## config.mk

```make
export PLATFORM = sky130hd
export DESIGN_NAME = vec_mem_sequencer
export DESIGN_NICKNAME = d
export VERILOG_FILES = /design/src/rtl/vec_mem_sequencer.sv
export SDC_FILE = /design/constraint.sdc
export NUM_CORES = 1
export LEC_CHECK = 0
export ABC_AREA = 1
export BUFFER_PORTS_ARGS = -buffer_cell sky130_fd_sc_hd__buf_2
export CAP_MARGIN = 20
export CORE_AREA = 2 2 244 246
export CTS_CLUSTER_DIAMETER = 40
export DETAILED_ROUTE_END_ITERATION = 10
export DIE_AREA = 0 0 246 248
export GPL_TIMING_DRIVEN = 0
export PLACE_DENSITY = 0.74
export SETUP_SLACK_MARGIN = 0.15
export SLEW_MARGIN = 10
export SYNTH_ARGS = -nofsm -noshare
export SYNTH_HDL_FRONTEND = slang
export SYNTH_SLANG_ARGS = --single-unit
```

## constraint.sdc

```tcl
create_clock -name Clk1 -period 5.26 [get_ports Clk1]
set_clock_uncertainty 0.05 [all_clocks]
set_input_delay 1.315 -clock Clk1 [delete_from_list [all_inputs] [get_ports Clk1]]
set_output_delay 1.315 -clock Clk1 [all_outputs]
set_load 0.01 [all_outputs]
```

## src/rtl/vec_mem_sequencer.sv

```systemverilog
// Sole owner of the single memory port: arbitrates fetch vs load/store and sequences 1- or NUM_ELEMS-beat transfers.
// Latency: fetch valid at t+3, load done at t+N+2, store done at t+N+1; requesters hold level req until done/valid.
module vec_mem_sequencer #(
    parameter int NUM_ELEMS = 16,
    parameter int DATA_W    = 16,
    parameter int ADDR_W    = 16
) (
    input  logic                        Clk1,
    input  logic                        Reset,
    input  logic                        fetch_req,
    input  logic [ADDR_W-1:0]           fetch_addr,
    output logic                        fetch_valid,
    output logic [DATA_W-1:0]           fetch_data,
    input  logic                        ls_req,
    input  logic                        ls_we,
    input  logic                        ls_vec,
    input  logic [ADDR_W-1:0]           ls_addr,
    input  logic [NUM_ELEMS*DATA_W-1:0] ls_wdata,
    output logic                        ls_done,
    output logic [NUM_ELEMS*DATA_W-1:0] ls_rdata,
    output logic                        busy,
    output logic [ADDR_W-1:0]           Addr,
    output logic                        RD,
    output logic                        WR,
    output logic                        V,
    output logic [DATA_W-1:0]           dataOut,
    input  logic [DATA_W-1:0]           DataIn
);
    localparam int BW = $clog2(NUM_ELEMS) + 1;
    localparam int VW = NUM_ELEMS * DATA_W;

    typedef enum logic [2:0] {
        S_IDLE, S_FETCH, S_FWAIT, S_LOAD, S_LDRAIN, S_STORE, S_DONE
    } state_t;

    state_t            state_q, state_d;
    logic [ADDR_W-1:0] base_q, base_d;
    logic              vec_q, vec_d;
    logic              is_fetch_q, is_fetch_d;
    logic [VW-1:0]     wdata_q, wdata_d;
    logic [VW-1:0]     rdata_q, rdata_d;
    logic [DATA_W-1:0] fdata_q, fdata_d;
    logic [BW-1:0]     beat_q, beat_d;
    logic [BW-1:0]     last_beat;
    logic [BW-1:0]     cap_idx;

    assign last_beat = vec_q ? BW'(NUM_ELEMS - 1) : '0;
    // Read data lags the address by one beat, so LOAD fills element k-1 and LDRAIN the final one.
    assign cap_idx   = (state_q == S_LDRAIN) ? last_beat : beat_q - BW'(1);

    always_comb begin
        state_d     = state_q;
        base_d      = base_q;
        vec_d       = vec_q;
        is_fetch_d  = is_fetch_q;
        wdata_d     = wdata_q;
        rdata_d     = rdata_q;
        fdata_d     = fdata_q;
        beat_d      = beat_q;
        Addr        = '0;
        RD          = 1'b0;
        WR          = 1'b0;
        V           = 1'b0;
        dataOut     = '0;
        fetch_valid = 1'b0;
        ls_done     = 1'b0;
        case (state_q)
            S_IDLE: begin
                beat_d = '0;
                if (ls_req) begin
                    base_d     = ls_addr;
                    vec_d      = ls_vec;
                    wdata_d    = ls_wdata;
                    is_fetch_d = 1'b0;
                    state_d    = ls_we ? S_STORE : S_LOAD;
                end else if (fetch_req) begin
                    base_d     = fetch_addr;
                    is_fetch_d = 1'b1;
                    state_d    = S_FETCH;
                end
            end
            S_FETCH: begin
                Addr    = base_q;
                RD      = 1'b1;
                state_d = S_FWAIT;
            end
            S_FWAIT: begin
                fdata_d = DataIn;
                state_d = S_DONE;
            end
            S_LOAD: begin
                Addr = base_q + ADDR_W'(beat_q);
                RD   = 1'b1;
                V    = vec_q;
                if (beat_q != '0) begin
                    rdata_d[int'(cap_idx)*DATA_W +: DATA_W] = DataIn;
                end
                if (beat_q == last_beat) begin
                    state_d = S_LDRAIN;
                end else begin
                    beat_d = beat_q + BW'(1);
                end
            end
            S_LDRAIN: begin
                if (vec_q) begin
                    rdata_d[int'(cap_idx)*DATA_W +: DATA_W] = DataIn;
                end else begin
                    rdata_d = VW'(DataIn);
                end
                state_d = S_DONE;
            end
            S_STORE: begin
                Addr    = base_q + ADDR_W'(beat_q);
                WR      = 1'b1;
                V       = vec_q;
                dataOut = wdata_q[int'(beat_q)*DATA_W +: DATA_W];
                if (beat_q == last_beat) begin
                    state_d = S_DONE;
                end else begin
                    beat_d = beat_q + BW'(1);
                end
            end
            S_DONE: begin
                fetch_valid = is_fetch_q;
                ls_done     = ~is_fetch_q;
                state_d     = S_IDLE;
            end
            default: state_d = S_IDLE;
        endcase
    end

    always_ff @(posedge Clk1) begin
        if (Reset) begin
            state_q    <= S_IDLE;
            base_q     <= '0;
            vec_q      <= 1'b0;
            is_fetch_q <= 1'b0;
            wdata_q    <= '0;
            rdata_q    <= '0;
            fdata_q    <= '0;
            beat_q     <= '0;
        end else begin
            state_q    <= state_d;
            base_q     <= base_d;
            vec_q      <= vec_d;
            is_fetch_q <= is_fetch_d;
            wdata_q    <= wdata_d;
            rdata_q    <= rdata_d;
            fdata_q    <= fdata_d;
            beat_q     <= beat_d;
        end
    end

    assign busy       = (state_q != S_IDLE);
    assign fetch_data = fdata_q;
    assign ls_rdata   = rdata_q;

endmodule

```

==> flow_summary.yaml, run 1 <==
outcome:
  outcome: "completed"
finish:
  final_area_sq_mm: 0.0345
  fin_cells: 5578
  layout_commonest_cell: "buf_2"
  area_growth_pct: 28.1
  fin_nets: 5039
  layout-drive-gt1-share: 0.188
  mostFrequentLayoutCells: "693 x buf_2, 661 x nand2_1, 620 x a21oi_1, 552 x dfxtp_1, 510 x inv_1"
place:
  place_hpwl_um: 89400
  io_buffers: 617
  postPlaceCellArea_sq_mm: 0.0310
  place.gp.congestion: 1.00
  dp.cells: 5397
synthesis:
  synth_top_cell_by_area: "dfxtp_1"
  syn-cell-area_sq_mm: 0.0269
  syn_avg_cell_area_sq_um: 6.71
  yosysTopAreaCellShare: 0.412
  netlist_instances: 4007
  yosysWarningCount: 0
  synth_cell_types: 38
  synth_area_leaders: "dfxtp_1 41%, a21oi_1 12%, nand2_1 9.2%"
  synth_seq_area_share: 0.412
  syn_nets: 4328
  synth_seq_cells: 554
worst_setup_path:
  critPathLaunch: "beat_q[0]"
  crit_chain: "clkbuf_1, clkbuf_2, clkbuf_1, o21ai_0, a21oi_1, o21ai_0, a21oi_1, buf_2"
  cp_slowest_stage_delay_ns: 0.49
  cp.required_ns: 3.89
  crit_path_end_kind: "primary output"
  rr_startpoint: "beat_q[0]"
  cp-start-kind: "register"
  slowest_stage: "dfxtp_2"
  crit_fanout: 10
  worstPathArrival_ns: 3.60
  reg2reg_depth: 14
  criticalPathCategory: "reg2out"
route:
  drt-initial-drc-count: 3393
  drc: 0
  wl_per_cell_um: 20.9
  routed_wl_um: 117000
  via_count: 31500
  drtAntennaViolNets: 0
  viasPerCell: 5.64
  drtPass1Iterations: 6
power_and_ir_drop:
  switching_power_mw: 6.41
  power_density_mw_per_mm2: 496
  irDropWorstVdd_mv: 0.309
  swShare: 0.376
  p_int_mw: 10.7
  power_leakage_nw: 15.2
  power.share.clock: 0.396
  comb_power_share: 0.288
  sequentialPowerShare: 0.316
  total_power_mw: 17.1
clocking:
  clk_path_buf_depth: 3
  cts_hold_buf: 0
  cts_made_buffers: 92
  post-cts-setup-buffers: 0
  clock_latency_ns: 0.63
  cts_resized: 1
  clkSinkCount: 554
  cts.clk_slew.worst_paths_ns: 0.05
  clock-root-buffer: "clkbuf_16"
  tritoncts: "done"
  htreeDepth: 3
global_routing:
  gr-total-overflow: 0
  grt_start_max_net_pins: 14
  busiest_layer: "met2"
  grt_pass1_wl_um: 170000
  grt.met3_usage: 0.0909
  grt_pass1_vias: 28800
  grt_use_met1: 0.428
  track_usage: 0.368
  antenna_found_initial: 18
  grtUsageMet2: 0.603
sta:
  holdWs_ns: 0.391
  hold_violations: 0
  tightest_slew_ns: 1.04
  fin_crit_ns: 4.96
  maxSlewViolCount: 0
  relSlewSlack: 0.307
  fmax_mhz: 201
  rsz0062_at_grt: "no"
  setup_viol: 0
  min_period_over_period: 0.944
  fin_tns_setup_ns: 0
floorplan:
  ios: 620
  core_sq_mm: 0.0585
  dieWidth_um: 246
  initial_core_util: 0.460
  die_height_um: 248
  die_area_sq_mm: 0.0610
  rows: 89
min_path:
  min_from: "fetch_data[13]"
  hold_path.class: "reg2reg"
  hold_depth: 2
job:
  cap_viol_max_count: 0
[worst max-delay path, delay by kind of cell, from the launching register on]
kind,cells,cell delay [ns]
AO/OA/AOI/OAI,4,0.95
buffers and inverters,4,1.51
flip-flops,1,0.49
[sequential cells by signal, summed over array words and instances (netlist names)]
name / count
state_q: 3
wdata_q: 256
ls_rdata: 256
vec_q: 1
fetch_data: 16
beat_q: 5
is_fetch_q: 1
base_q: 16
[logic make-up (layout without fill, tap and decap cells)]
group                      Yosys count  in the layout  synth area share
xor gates and xnor gates             2              2           0.00135
and+or+nand+nor                   1398           1398             0.228
buffers and inverters              844           1631             0.121
DFF                                554            554             0.412
adders and majority gates           11             11           0.00540
other                                0             11                 0
AOI/OAI and AO/OA                 1198           1198             0.232
[power by group through the flow]
stage	Combinational [mW]	Clock, mW	Sequential [mW]
after floorplan	2.95	0	5.38
after global placement	4.67	0	5.43
after detailed placement	4.72	0	5.45
after CTS	4.75	6.76	5.38
after global routing	5.29	6.97	5.46
final	4.92	6.76	5.40
[through the flow]
step | utilization | setup slack (ns)
2_1_floorplan | - | 1.85
3_3_place_gp | 0.529 | 0.297
3_5_place_dp | 0.529 | 0.236
4_1_cts | 0.589 | 0.182
5_1_grt | 0.589 | 0.166
6_report | 0.589 | 0.295
[cells in the mapped netlist (all sizes together)]
library cell	number
nand4	150
or2	1
nor2	315
clkinv	1
ha	10
nor4	2
clkbuf	226
o211ai	65
nor3b	1
o21ai	465
o31ai	2
xor2	2
nand2	664
nand3b	1
a41oi	1
o22ai	23
a31oi	18
a211oi	2
buf	96
o32ai	2
fa	1
nand3	257
dfxtp	554
nor3	7
inv	521
a21oi	620
[per-layer routing]
metal  part of all wire  up-vias
li1                   -    14700
met1               0.36    14500
met2               0.45     1860
met3               0.11      415
met4              0.072       14
met5            0.00076        -
[final cells by class]
type / count / area, sq um
antenna: 11 / 27.5
buffer: 322 / 1310
clock buffer: 114 / 2520
clock inverter: 56 / 943
fill: 5590 / 24000
inverter: 522 / 1960
multi-input combinational: 2609 / 12500
sequential: 554 / 11100
tap: 773 / 967
timing repair buffer: 617 / 3090
[path summary, 6_finish.rpt]
check / end / slack [ns]
worst min register to register: fetch_data[13] / 0.39
worst max register to register: ls_rdata[106] / 0.42
worst min-delay path: fetch_data[13] / 0.39
worst max-delay path: dataOut[3] / 0.30
Power figures use the tool's default switching activity.
==> run 2: changes to the inputs <==
==> constraint.sdc (replaced) <==
create_clock -name Clk1 -period 6.2 [get_ports Clk1]
set_clock_uncertainty 0.05 [all_clocks]
set_input_delay 1.55 -clock Clk1 [delete_from_list [all_inputs] [get_ports Clk1]]
set_output_delay 1.55 -clock Clk1 [all_outputs]
set_load 0.01 [all_outputs]
==> run 2 against run 1 <==
Compared with the run above:
- first-iteration DRC count is 0.74% lower
- cell area hardly changed
- routed wire length shrank 0.15%
- die area is the same
- worst hold slack is essentially flat
- via count decreased by 0.16%
- register-to-register slack improved by 0.58 ns
==> flow_summary.yaml, run 2 (synthesized netlist as in run 1, its figures left out) <==
route:
  drtPass1Iterations: 6
  wl_per_cell_um: 20.9
  drt-initial-drc-count: 3368
  wl_met1_um: 42700
  wl_met2_um: 53100
  drc: 0
  viasPerCell: 5.63
  drtAntennaViolNets: 0
  met3_wirelength_um: 12400
  top_layer: "met5"
  routed_wl_um: 117000
  via_count: 31400
floorplan:
  core_sq_mm: 0.0585
  dieWidth_um: 246
  ios: 620
  die_height_um: 248
  rows: 89
  die_area_sq_mm: 0.0610
  initial_core_util: 0.460
finish:
  layout-drive-gt1-share: 0.186
  fill_cells: 5592
  fin_nets: 5039
  area_growth_pct: 28.1
  fin_cells: 5578
  layout_commonest_cell: "buf_2"
  final_core_util: 0.589
  mostFrequentLayoutCells: "693 x buf_2, 661 x nand2_1, 620 x a21oi_1, 554 x dfxtp_1, 510 x inv_1"
sta:
  maxSlewViolCount: 0
  tightest_slew_ns: 1.03
  rsz0062_at_grt: "no"
  min_period_over_period: 0.893
  fin_crit_ns: 5.54
  relSlewSlack: 0.317
  setup_viol: 0
  fmax_mhz: 181
  fin_tns_setup_ns: 0
  hold_violations: 0
  setup_ws_ns: 0.661
power_and_ir_drop:
  power.share.clock: 0.396
  power_density_mw_per_mm2: 420
  irDropWorstVdd_mv: 0.263
  p_int_mw: 9.04
  switching_power_mw: 5.44
  total_power_mw: 14.5
  swShare: 0.375
  sequentialPowerShare: 0.316
  power_leakage_nw: 15.2
  comb_power_share: 0.288
global_routing:
  grt_start_max_net_pins: 14
  grt_pass1_vias: 28800
  gr-total-overflow: 0
  track_usage: 0.368
  antenna_found_initial: 18
  grt_pass1_wl_um: 170000
worst_setup_path:
  criticalPathCategory: "reg2out"
  crit_path_end_kind: "primary output"
  worstPathArrival_ns: 3.94
  critPathBufInv: 4
  cp-start-kind: "register"
  crit_fanout: 10
  crit_top_cell: "clkbuf_1"
  cp_top_family: "buffers and inverters"
  cp.required_ns: 4.60
  crit_chain: "clkbuf_1, clkbuf_1, clkbuf_1, o21ai_0, a21oi_1, o21ai_0, a21oi_1, buf_2"
  slowest_stage: "dfxtp_1"
  cp_slowest_stage_delay_ns: 0.64
clocking:
  clock-root-buffer: "clkbuf_16"
  cts.clk_slew.worst_paths_ns: 0.05
  cts_made_buffers: 92
  tritoncts: "done"
  cts_resized: 0
  cts_hold_buf: 0
  clock_latency_ns: 0.63
  clk_path_buf_depth: 3
  clkSinkCount: 554
  htreeDepth: 3
  post-cts-setup-buffers: 0
place:
  io_buffers: 617
  dp.cells: 5397
  place.gp.congestion: 1.00
  place_hpwl_um: 89400
  dp_slack_ns: 1.18
job:
  cap_viol_max_count: 0
outcome:
  outcome: "completed"
min_path:
  hold_path.class: "reg2reg"
run 2: cell count changes in the layout (fill, tap and decap cells not counted):
cell,previous run,this run
clkbuf_1,231,234
dfxtp_1,552,554
dfxtp_2,2,0
clkbuf_2,3,0
run 2: path summary, 6_finish.rpt:
check | start | end | slack, ns | cells past startpoint
min | fetch_data[13] | fetch_data[13] | 0.39 | 2
min reg2reg | fetch_data[13] | fetch_data[13] | 0.39 | 2
max | beat_q[0] | dataOut[3] | 0.66 | 8
max reg2reg | beat_q[0] | ls_rdata[106] | 1.00 | 14
run 2: power groups by stage:
stage	Clock [mW]	Sequential (mW)	Combinational, mW
after floorplan	0	4.56	2.50
after global placement	0	4.61	3.96
after detailed placement	0	4.62	4.00
after CTS	5.74	4.56	4.03
after global routing	5.91	4.63	4.49
final	5.73	4.58	4.17
run 2: cell type report:
type,count,area (sq um),share of cell area
Antenna cell,11,27.5,0.000799
Buffer,322,1300,0.0378
Clock buffer,114,2520,0.0733
Clock inverter,56,943,0.0274
Inverter,522,1960,0.0569
Multi-Input combinational cell,2609,12500,0.364
Sequential cell,554,11100,0.322
Tap cell,773,967,0.0281
Timing Repair Buffer,617,3090,0.0896
run 2: per-stage QoR:
| stage | hold WS (ns) | instance area, sq um |
|---|---|---|
| after floorplan | 0.380 | 26900 |
| after global routing | 0.414 | 34400 |
| after detailed placement | 0.384 | 31000 |
| final | 0.391 | 34400 |
| after global placement | 0.381 | 31000 |
| after CTS | 0.392 | 34400 |
run 2: routing by layer:
metal | global-route usage | up-vias
met5 | 0 | -
met4 | 0.239 | 14
met3 | 0.0909 | 410
met2 | 0.603 | 1821
met1 | 0.428 | 14500
li1 | - | 14700
run 2: tightest hold or removal path, delay by kind of cell, from the launching register on:
family          cells  cell delay (ns)
flops               1             0.30
compound gates      1             0.05
buf+inv             1             0.04
